### config.mk
export PLATFORM = sky130hd
export DESIGN_NAME = pc_unit_flat
export DESIGN_NICKNAME = d
export VERILOG_FILES = /design/src/rtl/pc_pkg.sv /design/src/rtl/pc_unit_if.sv /design/src/rtl/ras_stack.sv /design/src/rtl/pc_unit.sv /design/src/flat_wrapper.sv
export SDC_FILE = /design/constraint.sdc
export NUM_CORES = 1
export LEC_CHECK = 0
export CAP_MARGIN = 20
export CORE_ASPECT_RATIO = 2
export CORE_MARGIN = 2
export CORE_UTILIZATION = 50
export DETAILED_ROUTE_END_ITERATION = 8
export HOLD_SLACK_MARGIN = 0.12
export PLACE_DENSITY_LB_ADDON = 0.12
export SKIP_LAST_GASP = 1
export SLEW_MARGIN = 40
export SYNTH_ARGS = -nofsm -noshare
export SYNTH_HDL_FRONTEND = slang
export SYNTH_SLANG_ARGS = --single-unit
export TNS_END_PERCENT = 10
### constraint.sdc
create_clock -name clk -period 3.1 [get_ports clk]
set_input_delay 0.62 -clock clk [delete_from_list [all_inputs] [get_ports clk]]
set_output_delay 0.62 -clock clk [all_outputs]
set_load 0.05 [all_outputs]
### src/rtl/pc_pkg.sv
// Shared constants for the fetch-stage program-counter unit.
package pc_pkg;

  localparam int STATE_W = 2;

  localparam logic [STATE_W-1:0] ST_BOOT = 2'd0;
  localparam logic [STATE_W-1:0] ST_RUN  = 2'd1;
  localparam logic [STATE_W-1:0] ST_HALT = 2'd2;

  localparam logic [31:0] DEF_RESET_VECTOR = 32'h0000_0000;
  localparam logic [31:0] DEF_EXC_VECTOR   = 32'h0000_0080;

endpackage

### src/rtl/pc_unit_if.sv
// Redirect/control inputs and fetch-address outputs of the PC unit.
interface pc_unit_if #(parameter int ADDR_W = 32);
  import pc_pkg::*;

  logic              stall;
  logic              exc;
  logic              br_taken;
  logic [ADDR_W-1:0] br_target;
  logic              jump;
  logic [ADDR_W-1:0] jump_target;
  logic              call;
  logic              ret;
  logic              halt;
  logic              wake;

  logic [ADDR_W-1:0]  pc;
  logic               pc_valid;
  logic [ADDR_W-1:0]  epc;
  logic [STATE_W-1:0] state;
  logic               ras_empty;
  logic               ras_full;

  modport master (
    output stall, exc, br_taken, br_target, jump, jump_target, call, ret, halt, wake,
    input  pc, pc_valid, epc, state, ras_empty, ras_full
  );

  modport slave (
    input  stall, exc, br_taken, br_target, jump, jump_target, call, ret, halt, wake,
    output pc, pc_valid, epc, state, ras_empty, ras_full
  );

endinterface

### src/rtl/ras_stack.sv
// Circular return-address stack; a push when full overwrites the oldest entry.
module ras_stack #(
  parameter int ADDR_W    = 32,
  parameter int RAS_DEPTH = 4
) (
  input  logic              clk,
  input  logic              reset,
  input  logic              push,
  input  logic              pop,
  input  logic [ADDR_W-1:0] push_data,
  output logic [ADDR_W-1:0] top,
  output logic              empty,
  output logic              full
);

  localparam int PW = $clog2(RAS_DEPTH);
  localparam int CW = PW + 1;
  localparam logic [PW-1:0] PTR_ONE = PW'(1);
  localparam logic [CW-1:0] CNT_ONE = CW'(1);
  localparam logic [CW-1:0] CNT_MAX = CW'(RAS_DEPTH);

  logic [ADDR_W-1:0] mem [RAS_DEPTH];
  logic [PW-1:0]     ptr;
  logic [CW-1:0]     count;

  // ptr is the next write slot, so the live top sits one below it
  assign top   = mem[ptr - PTR_ONE];
  assign empty = (count == '0);
  assign full  = (count == CNT_MAX);

  always_ff @(posedge clk) begin
    if (reset) begin
      ptr   <= '0;
      count <= '0;
    end else if (pop && !empty) begin
      ptr   <= ptr - PTR_ONE;
      count <= count - CNT_ONE;
    end else if (push) begin
      mem[ptr] <= push_data;
      ptr      <= ptr + PTR_ONE;
      if (!full) count <= count + CNT_ONE;
    end
  end

endmodule

### src/rtl/pc_unit.sv
// Fetch-stage program counter: boot/run/halt sequencing, prioritised redirects, RAS.
//   state   | meaning
//   BOOT    | one cycle after reset, fetch not yet valid
//   RUN     | fetching; redirect priority exc > stall > ret > branch > jump > halt > seq
//   HALT    | pc held, fetch invalid until exc or wake
//   (3)     | unreachable, treated as BOOT
module pc_unit import pc_pkg::*; #(
  parameter int              ADDR_W       = 32,
  parameter int              INC          = 4,
  parameter logic [ADDR_W-1:0] RESET_VECTOR = DEF_RESET_VECTOR,
  parameter logic [ADDR_W-1:0] EXC_VECTOR   = DEF_EXC_VECTOR,
  parameter int              RAS_DEPTH    = 4
) (
  input  logic      clk,
  input  logic      reset,
  pc_unit_if.slave  bus
);

  localparam logic [ADDR_W-1:0] INC_V      = ADDR_W'(INC);
  localparam logic [ADDR_W-1:0] ALIGN_MASK = ~ADDR_W'(INC - 1);

  logic [ADDR_W-1:0]  pc_q;
  logic               valid_q;
  logic [ADDR_W-1:0]  epc_q;
  logic [STATE_W-1:0] state_q;

  logic [ADDR_W-1:0] pc_seq;
  logic [ADDR_W-1:0] ras_top;
  logic              ras_empty;
  logic              ras_full;
  logic              ras_push;
  logic              ras_pop;
  logic              run_go;

  assign pc_seq = pc_q + INC_V;

  // RAS only moves in RUN when neither exc nor stall claims the cycle
  always_comb begin
    run_go   = (state_q == ST_RUN) && !bus.exc && !bus.stall;
    ras_pop  = run_go && bus.ret && !ras_empty;
    ras_push = run_go && !ras_pop && !bus.br_taken && bus.jump && bus.call;
  end

  ras_stack #(
    .ADDR_W    (ADDR_W),
    .RAS_DEPTH (RAS_DEPTH)
  ) u_ras (
    .clk       (clk),
    .reset     (reset),
    .push      (ras_push),
    .pop       (ras_pop),
    .push_data (pc_seq),
    .top       (ras_top),
    .empty     (ras_empty),
    .full      (ras_full)
  );

  always_ff @(posedge clk) begin
    if (reset) begin
      pc_q    <= RESET_VECTOR;
      valid_q <= 1'b0;
      epc_q   <= '0;
      state_q <= ST_BOOT;
    end else begin
      case (state_q)
        ST_RUN: begin
          if (bus.exc) begin
            epc_q   <= pc_q;
            pc_q    <= EXC_VECTOR & ALIGN_MASK;
            valid_q <= 1'b1;
          end else if (bus.stall) begin
            pc_q <= pc_q;
          end else if (bus.ret && !ras_empty) begin
            pc_q <= ras_top & ALIGN_MASK;
          end else if (bus.br_taken) begin
            pc_q <= bus.br_target & ALIGN_MASK;
          end else if (bus.jump) begin
            pc_q <= bus.jump_target & ALIGN_MASK;
          end else if (bus.halt) begin
            state_q <= ST_HALT;
            valid_q <= 1'b0;
          end else begin
            pc_q <= pc_seq;
          end
        end
        ST_HALT: begin
          if (bus.exc) begin
            epc_q   <= pc_q;
            pc_q    <= EXC_VECTOR & ALIGN_MASK;
            state_q <= ST_RUN;
            valid_q <= 1'b1;
          end else if (bus.wake) begin
            pc_q    <= pc_seq;
            state_q <= ST_RUN;
            valid_q <= 1'b1;
          end
        end
        default: begin
          state_q <= ST_RUN;
          valid_q <= 1'b1;
        end
      endcase
    end
  end

  assign bus.pc        = pc_q;
  assign bus.pc_valid  = valid_q;
  assign bus.epc       = epc_q;
  assign bus.state     = state_q;
  assign bus.ras_empty = ras_empty;
  assign bus.ras_full  = ras_full;

endmodule

### src/flat_wrapper.sv
// flat-port wrapper written by rule: the top's interface ports become plain ports
module pc_unit_flat import pc_pkg::*;
#(
  parameter int              ADDR_W       = 32,
  parameter int              INC          = 4,
  parameter logic [ADDR_W-1:0] RESET_VECTOR = DEF_RESET_VECTOR,
  parameter logic [ADDR_W-1:0] EXC_VECTOR   = DEF_EXC_VECTOR,
  parameter int              RAS_DEPTH    = 4
)
  (clk, reset, bus_stall, bus_exc, bus_br_taken, bus_br_target, bus_jump, bus_jump_target, bus_call, bus_ret, bus_halt, bus_wake, bus_pc, bus_pc_valid, bus_epc, bus_state, bus_ras_empty, bus_ras_full);
  pc_unit_if #(.ADDR_W(ADDR_W)) bus_i ();
  input  logic clk;
  input  logic reset;
  input wire logic [$bits(bus_i.stall)-1:0] bus_stall;
  input wire logic [$bits(bus_i.exc)-1:0] bus_exc;
  input wire logic [$bits(bus_i.br_taken)-1:0] bus_br_taken;
  input wire logic [$bits(bus_i.br_target)-1:0] bus_br_target;
  input wire logic [$bits(bus_i.jump)-1:0] bus_jump;
  input wire logic [$bits(bus_i.jump_target)-1:0] bus_jump_target;
  input wire logic [$bits(bus_i.call)-1:0] bus_call;
  input wire logic [$bits(bus_i.ret)-1:0] bus_ret;
  input wire logic [$bits(bus_i.halt)-1:0] bus_halt;
  input wire logic [$bits(bus_i.wake)-1:0] bus_wake;
  output wire logic [$bits(bus_i.pc)-1:0] bus_pc;
  output wire logic [$bits(bus_i.pc_valid)-1:0] bus_pc_valid;
  output wire logic [$bits(bus_i.epc)-1:0] bus_epc;
  output wire logic [$bits(bus_i.state)-1:0] bus_state;
  output wire logic [$bits(bus_i.ras_empty)-1:0] bus_ras_empty;
  output wire logic [$bits(bus_i.ras_full)-1:0] bus_ras_full;
  assign bus_i.stall = bus_stall;
  assign bus_i.exc = bus_exc;
  assign bus_i.br_taken = bus_br_taken;
  assign bus_i.br_target = bus_br_target;
  assign bus_i.jump = bus_jump;
  assign bus_i.jump_target = bus_jump_target;
  assign bus_i.call = bus_call;
  assign bus_i.ret = bus_ret;
  assign bus_i.halt = bus_halt;
  assign bus_i.wake = bus_wake;
  assign bus_pc = bus_i.pc;
  assign bus_pc_valid = bus_i.pc_valid;
  assign bus_epc = bus_i.epc;
  assign bus_state = bus_i.state;
  assign bus_ras_empty = bus_i.ras_empty;
  assign bus_ras_full = bus_i.ras_full;
  pc_unit #(.ADDR_W(ADDR_W), .INC(INC), .RESET_VECTOR(RESET_VECTOR), .EXC_VECTOR(EXC_VECTOR), .RAS_DEPTH(RAS_DEPTH)) u_core (.clk(clk), .reset(reset), .bus(bus_i));
endmodule
==> results.md <==
- The endpoint arrival time on the critical path is 2.14 ns.
- The H-tree was split into 4 levels.
- The synthesized area is 8696 um^2.
- The die extent in y is 190.5 um.
- The number of synthesized register bits is 188.
- Counting the buffers created by CTS gives 17.
- The number of warning messages in the yosys log is 0.
- The routed design could run at a clock period as short as around 2.8 ns.
- In the post-route analysis, the smallest setup slack over all paths is between 0.3 and 0.4 ns.
- After synthesis, the share of flip-flops with an asynchronous set or reset is 0.
- The pre-CTS setup slack is 0.2446 ns.
- The type of the most critical hold path is flop to flop.
- The wire length per cell is 24.17 um.
- The routability-driven placement congestion ratio is 0.9022.
- The total count of hold-check failures in the final report is 0.
- The worst hold path endpoint is u_core.bus.epc[10].
- The synthesized instance count is 766.
- Data on the critical path is required at its endpoint by 2.48 ns.
- For the pin with the worst max-slew slack, the measured transition is 0.7439 ns.
- The share of cells above drive strength 1 is 0.1322.
- Once the clock tree was built, the setup fixing pass inserted 0 buffers.
- The total power density per cell area is a little over 500 nW/um^2.
- The cell at the root of the clock tree is clkbuf_16.
- The count of hold buffers inserted by post-cts repair is 0.
- On the final layout, the worst clock skew is about 0.014 ns.
- The number of antenna violations at the first check in global routing is 0.
- For this run, the leading register cell type out of synthesis is edfxtp_1.
- The detail route stage leaves a number of antenna-violating nets equal to 0.
- The buffering stage count on the worst path with inverters included is 1.
- The number of nets at the end of the flow is 985.
- The worst register-to-register path begins at u_core.bus.pc[10].
- The worst flop-to-flop path endpoint is u_core.u_ras.mem[3][31].
- The nature of the critical path startpoint is a flop.
- The tightest slew margin relative to the limit is 0.5041.
- Setup repair after global routing left no endpoint under its margin.
- The worst-case IR drop observed on VDD is 353.5 uV.
- Along the worst path, the maximum fanout reaches 5.
- The register-to-register setup slack is 0.42 ns.
- The leakage power is 3.667 nW.
- During placement, the flow inserted port buffers numbering around 130.
- Setup violations remaining at the end of the flow were counted as 0.
- Summed over all layers, the global routing overflow is 0.
- In this run the count of I/O pins placed on the die edge is 143.
- The kind of cell with the highest combined delay on the critical path is buffers and inverters.
- 0 antenna diodes ended up in the layout.
- The first global-routing pass estimated 40.87 mm of wire.
- In this run, synthesis inferred 120 flip-flops with an integrated enable.
- The slowest stage of the critical path belongs to the cell clkdlybuf4s50_1.
- The maximum buffer depth of the clock tree is 2.
- The floorplan has approximately 70 rows.
- The initial DRC count is between 600 and 700.
- The maximum single-stage delay on the critical path is 0.88 ns.
- After detailed routing, the total wire length is between 20 and 30 mm.
- The flow ran to the end, and the final reports show no timing, DRC or antenna violations.
- The share of the Yosys chip area taken by registers is 0.5709.
- Of the available clock period, the critical path in the final layout requires 0.8906.
- The number of instances on the worst hold path is 2.
- The TritonCTS clock tree is yes.
- The total of cells resized after clock tree synthesis is 0.
- The number of cells on the worst reg-to-reg path is 4.
- The number of vias after detailed routing is 7031.
- Summed over all failing endpoints, the final setup total negative slack is 0 ns.
- The path type of the worst setup path is flop to output port.
- STA classifies the critical path endpoint as an output port.
- The die area is roughly 19000 um^2.
- The number of global-route vias before repair is 7122.
- Relative to the synthesized area, the layout overhead comes to 26.66%.
- Traced cell by cell, the critical path runs through nor3b_1, clkdlybuf4s50_1.
- The number of distinct library cells after synthesis is 56.
- The total of max-cap violations is 0.
- The fmax is 362.2 MHz.
- In the global route stage, overall resource usage came out at 0.2955.
- The standard cell core area is 17190 um^2.
- In this run the most critical hold path is launched from u_core.bus.epc[10].
- Clock latency on the worst-skew pair, taken at its later pin, is about 0.43 ns.
- Entering global routing, the biggest net connects 36 pins.
- The per-cell via count in the routed design is approximately 6.2.
- A synthesized cell averages 11.35 um^2.
- The post-detailed-route DRC marker count is 0.
- The initial utilization of the core area, before any placement, comes to 0.5060.
- The first detailed-routing pass took 5 iterations.
- Summed over all nets, the half-perimeter wirelength after detailed placement is around 20 mm.
- The final count of pins violating max slew was 0.
- The die width is 97.25 um.
- The clock transition at the registers of the reported paths is 0.07 ns.
- The tree built by TritonCTS fans out to 188 sinks.
## cells in the final DEF (no fill, tap or decap), types with 22 or more instances in the layout
| cell type | n |
|---|---|
| nand2_1 | 134 |
| clkdlybuf4s50_1 | 133 |
| edfxtp_1 | 120 |
| dfxtp_1 | 67 |
| a21oi_1 | 51 |
| buf_4 | 43 |
| nand3_1 | 30 |
| mux4_2 | 30 |
| nor2_1 | 24 |
| o211ai_1 | 22 |
## sequential cells by signal, summed over array words and instances (netlist names)
register and count:
u_core.u_ras.count 3, u_core.bus.epc 30, u_core.bus.pc_valid 1, u_core.bus.state 2, u_core.u_ras.ptr 2, u_core.u_ras.mem 120, u_core.bus.pc 30
## cell usage after synthesis (4+ instances only)
master / instances / area share
nand2_1: 134 / 0.058
edfxtp_1: 120 / 0.41
dfxtp_1: 68 / 0.16
a21oi_1: 51 / 0.029
clkbuf_1: 46 / 0.020
mux4_2: 30 / 0.078
nand3_1: 30 / 0.017
nor2_1: 25 / 0.011
o211ai_1: 22 / 0.019
o21ai_0: 21 / 0.012
inv_1: 18 / 0.0078
o22ai_1: 16 / 0.012
xnor2_1: 16 / 0.016
o221ai_1: 14 / 0.014
nand4_1: 10 / 0.0072
buf_2: 9 / 0.0052
and2_1: 8 / 0.0058
nor4_1: 8 / 0.0058
o31ai_1: 8 / 0.0069
ha_1: 7 / 0.010
o311ai_0: 7 / 0.0071
or3_1: 7 / 0.0050
nor3_1: 6 / 0.0035
o41ai_1: 6 / 0.0060
a31oi_1: 5 / 0.0036
and3_1: 5 / 0.0036
and4_1: 5 / 0.0050
buf_1: 5 / 0.0022
xor2_1: 5 / 0.0050
a211oi_1: 4 / 0.0035
buf_4: 4 / 0.0035
nand2b_1: 4 / 0.0029
nor3b_1: 4 / 0.0035
or2_2: 4 / 0.0029
## power breakdown
| group | leakage, nW | total (mW) | switching, mW | internal (mW) |
|---|---|---|---|---|
| Clock | 0.287 | 2.15 | 1.01 | 1.14 |
| Sequential | 1.68 | 2.74 | 0.0496 | 2.69 |
| Combinational | 1.70 | 0.658 | 0.409 | 0.249 |
## worst max path at each step
stage	slack [ns]	from	end	depth (start not counted)
after detailed placement	0.24	bus_stall	u_core.u_ras.mem[1][28]	7
final	0.34	u_core.u_ras.count[2]	bus_ras_full	2
after CTS	0.28	u_core.u_ras.count[2]	bus_ras_full	2
after global placement	0.28	bus_stall	u_core.u_ras.mem[1][28]	7
after floorplan	-0.002	u_core.bus.state[0]	u_core.u_ras.mem[1][10]	5
after global routing	0.23	u_core.u_ras.count[2]	bus_ras_full	2
## per-stage QoR
step	utilization	hold WS [ns]	total power, mW	cells	area [um^2]
after floorplan	-	0.5198	3.146	769	8708
after global placement	0.6072	0.4448	3.437	1094	10440
after detailed placement	0.6072	0.4464	3.448	1094	10440
after CTS	0.6409	0.4565	5.568	1125	11010
after global routing	0.6409	0.4683	5.702	1125	11010
final	0.6409	0.4561	5.550	1125	11010
## layout make-up
type,instances,area (um^2)
Inverter,18,67.56
Fill cell,1344,6172
Tap cell,210,262.8
Sequential cell,188,4966
Timing Repair Buffer,180,1719
Multi-Input combinational cell,498,3421
Clock inverter,14,152.6
Clock buffer,17,425.4
## cells by family after synthesis
family | synth area share
adders and majority gates | 0.01237
AOI/OAI and AO/OA | 0.1348
buffers and inverters | 0.03971
muxes | 0.08115
and+or+nand+nor | 0.1394
DFF | 0.5709
xor gates and xnor gates | 0.02115
other | 0.0004312
## worst register-to-register path, stage by stage, from the launching register on
cell and delay (ns):
dfxtp_1 0.56, nand4_1 0.24, or4_4 0.64, or4_4 0.57, xnor2_1 0.42
## layer usage
layer	part of all wire	wire (um)	vias up	global-route usage
li1	-	-	3161	-
met1	0.32	8827	3424	0.3103
met2	0.54	14650	358	0.5361
met3	0.064	1744	88	0.04802
met4	0.072	1968	0	0.2003
met5	0	0	-	0
(Power assumes the default switching activity.)
